<file path="config.mk">
export PLATFORM = sky130hd
export DESIGN_NAME = uart_tx_arbiter
export DESIGN_NICKNAME = d
export VERILOG_FILES = /design/src/rtl/uart_tx_arbiter.sv
export SDC_FILE = /design/constraint.sdc
export NUM_CORES = 1
export LEC_CHECK = 0
export ABC_AREA = 1
export BUFFER_PORTS_ARGS = -buffer_cell sky130_fd_sc_hd__buf_2
export CORE_ASPECT_RATIO = 1.2
export CORE_MARGIN = 2
export CORE_UTILIZATION = 56
export CTS_BUF_LIST = sky130_fd_sc_hd__clkbuf_8
export DETAILED_ROUTE_END_ITERATION = 8
export MAX_ROUTING_LAYER = met4
export PLACE_DENSITY = 0.89
export SYNTH_ARGS = -nofsm -noshare
export SYNTH_HDL_FRONTEND = slang
export SYNTH_SLANG_ARGS = --single-unit
</file>
<file path="constraint.sdc">
create_clock -name clk_100mhz -period 3.6 [get_ports clk_100mhz]
set_clock_uncertainty 0.05 [all_clocks]
set_input_delay 0.72 -clock clk_100mhz [delete_from_list [all_inputs] [get_ports clk_100mhz]]
set_output_delay 0.72 -clock clk_100mhz [all_outputs]
set_load 0.02 [all_outputs]
</file>
<file path="src/rtl/uart_tx_arbiter.sv">
// UART transmit arbiter: round-robin grant of one byte at a time to a shared
// transmitter, with per-requester packet lock, inter-byte gap and busy timeout.
module uart_tx_arbiter #(
  parameter int NUM_REQ     = 4,
  parameter int GAP_CYCLES  = 4,
  parameter int BSY_TIMEOUT = 16
) (
  input  logic                 clk_100mhz,
  input  logic                 rst_n_sync,
  input  logic [NUM_REQ-1:0]   req,
  input  logic [NUM_REQ-1:0]   req_hold,
  input  logic [NUM_REQ*8-1:0] req_data,
  output logic [NUM_REQ-1:0]   ack,
  output logic                 send_trig,
  output logic [7:0]           send_data,
  input  logic                 tx_bsy,
  output logic                 tx_err,
  output logic                 arb_busy
);

  localparam int PW      = (NUM_REQ > 1) ? $clog2(NUM_REQ) : 1;
  localparam int CNT_MAX = (BSY_TIMEOUT > GAP_CYCLES) ? BSY_TIMEOUT : GAP_CYCLES;
  localparam int CW      = (CNT_MAX > 1) ? $clog2(CNT_MAX) : 1;
  localparam logic [CW-1:0]      BSY_LAST = CW'(BSY_TIMEOUT - 1);
  localparam logic [CW-1:0]      GAP_LAST = CW'((GAP_CYCLES > 0) ? GAP_CYCLES - 1 : 0);
  localparam logic [PW-1:0]      PTR_RST  = PW'(NUM_REQ - 1);
  localparam logic [NUM_REQ-1:0] ONE_HOT0 = NUM_REQ'(1'b1);

  typedef enum logic [1:0] {
    S_IDLE     = 2'd0,
    S_WAIT_BSY = 2'd1,
    S_BUSY     = 2'd2,
    S_GAP      = 2'd3
  } state_e;

  state_e               state_q, state_d;
  logic [CW-1:0]        cnt_q, cnt_d;
  logic [PW-1:0]        ptr_q, ptr_d;
  logic                 lock_valid_q, lock_valid_d;
  logic [PW-1:0]        lock_idx_q, lock_idx_d;
  logic                 send_trig_q, send_trig_d;
  logic [7:0]           send_data_q, send_data_d;
  logic [NUM_REQ-1:0]   ack_q, ack_d;
  logic                 tx_err_q, tx_err_d;
  logic                 arb_busy_q, arb_busy_d;

  logic                 rr_hit_s;
  logic [PW-1:0]        rr_idx_s;
  logic [PW-1:0]        cand_s;
  logic                 gnt_s;
  logic [PW-1:0]        gnt_idx_s;
  logic                 lock_drop_s;
  logic [7:0]           gnt_data_s;

  // Candidate selection; the descending scan leaves the nearest index after ptr.
  always_comb begin
    rr_hit_s = 1'b0;
    rr_idx_s = '0;
    cand_s   = '0;
    for (int k = NUM_REQ; k >= 1; k--) begin
      cand_s   = PW'((int'(ptr_q) + k) % NUM_REQ);
      rr_hit_s = rr_hit_s | req[cand_s];
      rr_idx_s = req[cand_s] ? cand_s : rr_idx_s;
    end
    lock_drop_s = 1'b0;
    if (lock_valid_q) begin
      gnt_idx_s   = lock_idx_q;
      gnt_s       = req[lock_idx_q];
      lock_drop_s = ~req[lock_idx_q] & ~req_hold[lock_idx_q];
    end else begin
      gnt_idx_s = rr_idx_s;
      gnt_s     = rr_hit_s;
    end
    gnt_data_s = 8'h00;
    for (int i = 0; i < NUM_REQ; i++) begin
      gnt_data_s = (gnt_idx_s == PW'(i)) ? req_data[8*i +: 8] : gnt_data_s;
    end
  end

  // Next-state and output computation for the transfer sequencer.
  always_comb begin
    state_d      = state_q;
    cnt_d        = cnt_q;
    ptr_d        = ptr_q;
    lock_valid_d = lock_valid_q;
    lock_idx_d   = lock_idx_q;
    send_data_d  = send_data_q;
    send_trig_d  = 1'b0;
    ack_d        = '0;
    tx_err_d     = 1'b0;
    case (state_q)
      S_IDLE: begin
        cnt_d = '0;
        if (gnt_s) begin
          state_d      = S_WAIT_BSY;
          send_trig_d  = 1'b1;
          send_data_d  = gnt_data_s;
          ack_d        = ONE_HOT0 << gnt_idx_s;
          ptr_d        = gnt_idx_s;
          lock_valid_d = req_hold[gnt_idx_s];
          lock_idx_d   = gnt_idx_s;
        end else if (lock_drop_s) begin
          lock_valid_d = 1'b0;
        end else begin
          state_d = S_IDLE;
        end
      end
      S_WAIT_BSY: begin
        if (tx_bsy) begin
          state_d = S_BUSY;
          cnt_d   = '0;
        end else if (cnt_q == BSY_LAST) begin
          state_d  = (GAP_CYCLES == 0) ? S_IDLE : S_GAP;
          tx_err_d = 1'b1;
          cnt_d    = '0;
        end else begin
          cnt_d = cnt_q + CW'(1);
        end
      end
      S_BUSY: begin
        if (!tx_bsy) begin
          state_d = (GAP_CYCLES == 0) ? S_IDLE : S_GAP;
          cnt_d   = '0;
        end else begin
          state_d = S_BUSY;
        end
      end
      S_GAP: begin
        if (cnt_q == GAP_LAST) begin
          state_d = S_IDLE;
          cnt_d   = '0;
        end else begin
          cnt_d = cnt_q + CW'(1);
        end
      end
      default: begin
        state_d = S_IDLE;
        cnt_d   = '0;
      end
    endcase
    arb_busy_d = (state_d != S_IDLE);
  end

  // State and registered outputs; reset abandons any byte in flight.
  always_ff @(posedge clk_100mhz or negedge rst_n_sync) begin
    if (!rst_n_sync) begin
      state_q      <= S_IDLE;
      cnt_q        <= '0;
      ptr_q        <= PTR_RST;
      lock_valid_q <= 1'b0;
      lock_idx_q   <= '0;
      send_trig_q  <= 1'b0;
      send_data_q  <= 8'h00;
      ack_q        <= '0;
      tx_err_q     <= 1'b0;
      arb_busy_q   <= 1'b0;
    end else begin
      state_q      <= state_d;
      cnt_q        <= cnt_d;
      ptr_q        <= ptr_d;
      lock_valid_q <= lock_valid_d;
      lock_idx_q   <= lock_idx_d;
      send_trig_q  <= send_trig_d;
      send_data_q  <= send_data_d;
      ack_q        <= ack_d;
      tx_err_q     <= tx_err_d;
      arb_busy_q   <= arb_busy_d;
    end
  end

  assign ack       = ack_q;
  assign send_trig = send_trig_q;
  assign send_data = send_data_q;
  assign tx_err    = tx_err_q;
  assign arb_busy  = arb_busy_q;

endmodule

</file>
==> impl_metrics.toml <==
[synthesis]
syn_area_um2 = 1750
synth_nets = 305
async_flop_share_pct = 100
syn-instance-count = 261
synth.distinct_cells = 32
seq_area_frac_synth_pct = 37.4
synth_enable_flop_cells = 0
ys.flop_type = "dfrtp_1"
avgSynthCellArea_um2 = 6.69
ys_ff_latch = 26
synth_warnings = 0

[setup_path]
path_depth = 15
crit_slowest_cell = "dfstp_2"
crit_top_cell = "nand2_1"
end_kind = "flop"
crit_buf_inv = 2
cp_cell_sequence = "inv_2 > nand2_1 > nand2_1 > nand2_2 > nand2_2 > nand2_1 > nand2_1 > nand2_1 > nand3_2 > nand2_2 > inv_1 > o21ai_0 > nand3_1 > nand2_1 > nand2_1"
worstPathArrival_ns = 2.61
crit_fanout = 22
critPathTopFamily = "simple AND/OR/NAND/NOR gates"
max_stage_delay_ns = 0.60
ff2ff_path_depth = 15
critPathRequiredTime_ns = 3.73
cp-start-kind = "flop"
worstSetupPathType = "reg2reg"

[placed_design]
routabilityCongestion = 0.937
dp_hpwl_um = 3220
pre_cts_slack_ns = 0.957
io_buffers = 57

[sta]
timing.fmax_mhz = 403
fin_crit_sh_pct = 69.0
setup_viol = 0
rsz0062_at_grt = "no"
tightestPinTransition_ns = 0.685
finalWorstSetupSlack_ns = 1.12
fin_crit_ns = 2.48
tns_ns = 0
slew_viol_final = 0
relSlewSlack_pct = 54.3
hold_violations = 0
holdWs_ns = 0.367

[global_routing]
track_usage_pct = 26.4
grt.overflow.total = 0
grt_pass1_wl_um = 6820
grt_pass1_vias = 1647
antenna_found_initial = 0
grt_max_degree = 27

[job]
drv_cap = 0

[clocking]
hold_buffers = 0
clk_pin_slew_ns = 0.09
ctsResizeCount = 0
numCtsBuffers = 3
clk_path_buf_depth = 2
cts_tree = "yes"
htree_levels = 1
cts_sinks = 26
root_buffer = "clkbuf_8"
clk_latency_ns = 0.28
cts_setup_buffers = 0

[power_and_ir_drop]
p_per_area_nw_per_um2 = 876
p_leak_nw = 1.24
ir_drop_uv = 624

[floorplan]
die_x_um = 55.0
num_rows = 22
die_h_um = 65.2
fp.coreArea_um2 = 3030
initial_core_util_pct = 57.6
pin_count = 58
dieArea_um2 = 3580

[drt]
wl_um = 4200
post_drt_wl_per_cell_um = 12.0
drc_errors = 0
drt-pass1-iter-count = 4
final_antenna_net_count = 0
drt_iter0_markers = 71
vias = 1842
vias_per_cell = 5.26

[cells_and_area]
area_delta_synth_final_pct = 20.1
drive_gt1_share_pct = 24.2
layout.nets = 359
diodes = 0

[min_path]
hold_path_class = "in2async"

[run_status]
outcome = "finished, final reports clean"
power breakdown:
part	internal, W	switching [W]
registers	0.000406	0.0000800
logic	0.000354	0.000749
clock network	0.000149	0.0000981
total	0.000910	0.000927
placed cells by master (no fill, tap or decap), drive strengths merged:
| master | netlist | final |
|---|---|---|
| clkbuf | 1 | 3 |
| dfrtp | 24 | 24 |
| o21bai | 5 | 5 |
| o21ai | 13 | 13 |
| or2 | 3 | 3 |
| ha | 1 | 1 |
| nor2 | 20 | 20 |
| dfstp | 2 | 2 |
| buf | 8 | 58 |
| xor2 | 1 | 1 |
| nand2 | 86 | 86 |
| bufinv | 0 | 1 |
| nand4 | 13 | 13 |
| a21oi | 12 | 12 |
| xnor2 | 1 | 1 |
| clkinv | 1 | 1 |
| a31oi | 1 | 1 |
| o22ai | 1 | 1 |
| inv | 40 | 40 |
| nand3 | 23 | 23 |
| nor3 | 3 | 3 |
| and2 | 1 | 1 |
| o211ai | 1 | 1 |
cells by family (layout without fill, tap and decap cells):
kind of cell | after synthesis | in the layout | share of synthesized area (%)
AOI/OAI and AO/OA | 33 | 33 | 10.9
xor gates and xnor gates | 2 | 2 | 1.00
buffers and inverters | 50 | 103 | 12.2
adders and majority gates | 1 | 1 | 0.717
DFF | 26 | 26 | 37.4
and+or+nand+nor | 149 | 149 | 37.8
cell usage after synthesis (2+ instances only):
cell type / count / area [µm²]
a21oi_1: 11 / 55.1
buf_2: 5 / 25.0
buf_6: 2 / 22.5
dfrtp_1: 24 / 601
dfstp_2: 2 / 52.6
inv_1: 38 / 143
inv_2: 2 / 7.51
nand2_1: 81 / 304
nand2_2: 5 / 31.3
nand3_1: 22 / 110
nand4_1: 13 / 81.3
nor2_1: 19 / 71.3
nor3_1: 3 / 15.0
o21ai_0: 10 / 50.1
o21ai_1: 2 / 10.0
o21bai_1: 5 / 37.5
or2_1: 2 / 12.5
registers in the layout, summed over array words and instances (netlist names):
| name | flops |
|---|---|
| ack | 4 |
| arb_busy | 1 |
| cnt_q | 4 |
| lock_idx_q | 2 |
| lock_valid_q | 1 |
| ptr_q | 2 |
| send_data | 8 |
| send_trig | 1 |
| state_q | 2 |
| tx_err | 1 |
metrics by stage:
stage	total power, W	std cells	area [µm²]	util (%)
floorplan	0.00140	261	1750	-
global placement	0.00153	346	2020	66.9
detailed placement	0.00158	346	2020	66.9
CTS	0.00183	350	2100	69.2
global route	0.00202	350	2100	69.2
finish	0.00184	350	2100	69.2
worst reg2reg max path: cells and delay by family (launching register included):
kind,cells,cell delay [ns]
AO/OA/AOI/OAI,1,0.12
buffers and inverters,2,0.29
flip-flops,1,0.60
AND/OR/NAND/NOR,12,1.33
final timing paths:
path | start | to | slack, ns
setup / recovery | ptr_q[0] | send_data[6] | 1.12
min in group clk_100mhz | send_data[3] | send_data[3] | 0.44
max in group asynchronous | rst_n_sync | ptr_q[1] | 2.76
hold reg to reg | send_data[3] | send_data[3] | 0.44
hold / removal | rst_n_sync | send_data[6] | 0.37
setup reg to reg | ptr_q[0] | send_data[6] | 1.12
final cells by class:
| cell class | count | area [µm²] |
|---|---|---|
| multi-input combinational | 185 | 880 |
| inverter | 41 | 154 |
| sequential | 26 | 653 |
| tap | 36 | 45.0 |
| timing repair buffer | 58 | 293 |
| clock inverter | 1 | 30.0 |
| fill | 289 | 932 |
| clock buffer | 3 | 41.3 |
layer usage:
metal	GRT usage, %	routed length (µm)
met1	30.8	1780
met2	44.3	2030
met3	4.09	304
met4	10.4	90
met5	-	0
No activity file was read; power rests on OpenSTA's default activity.
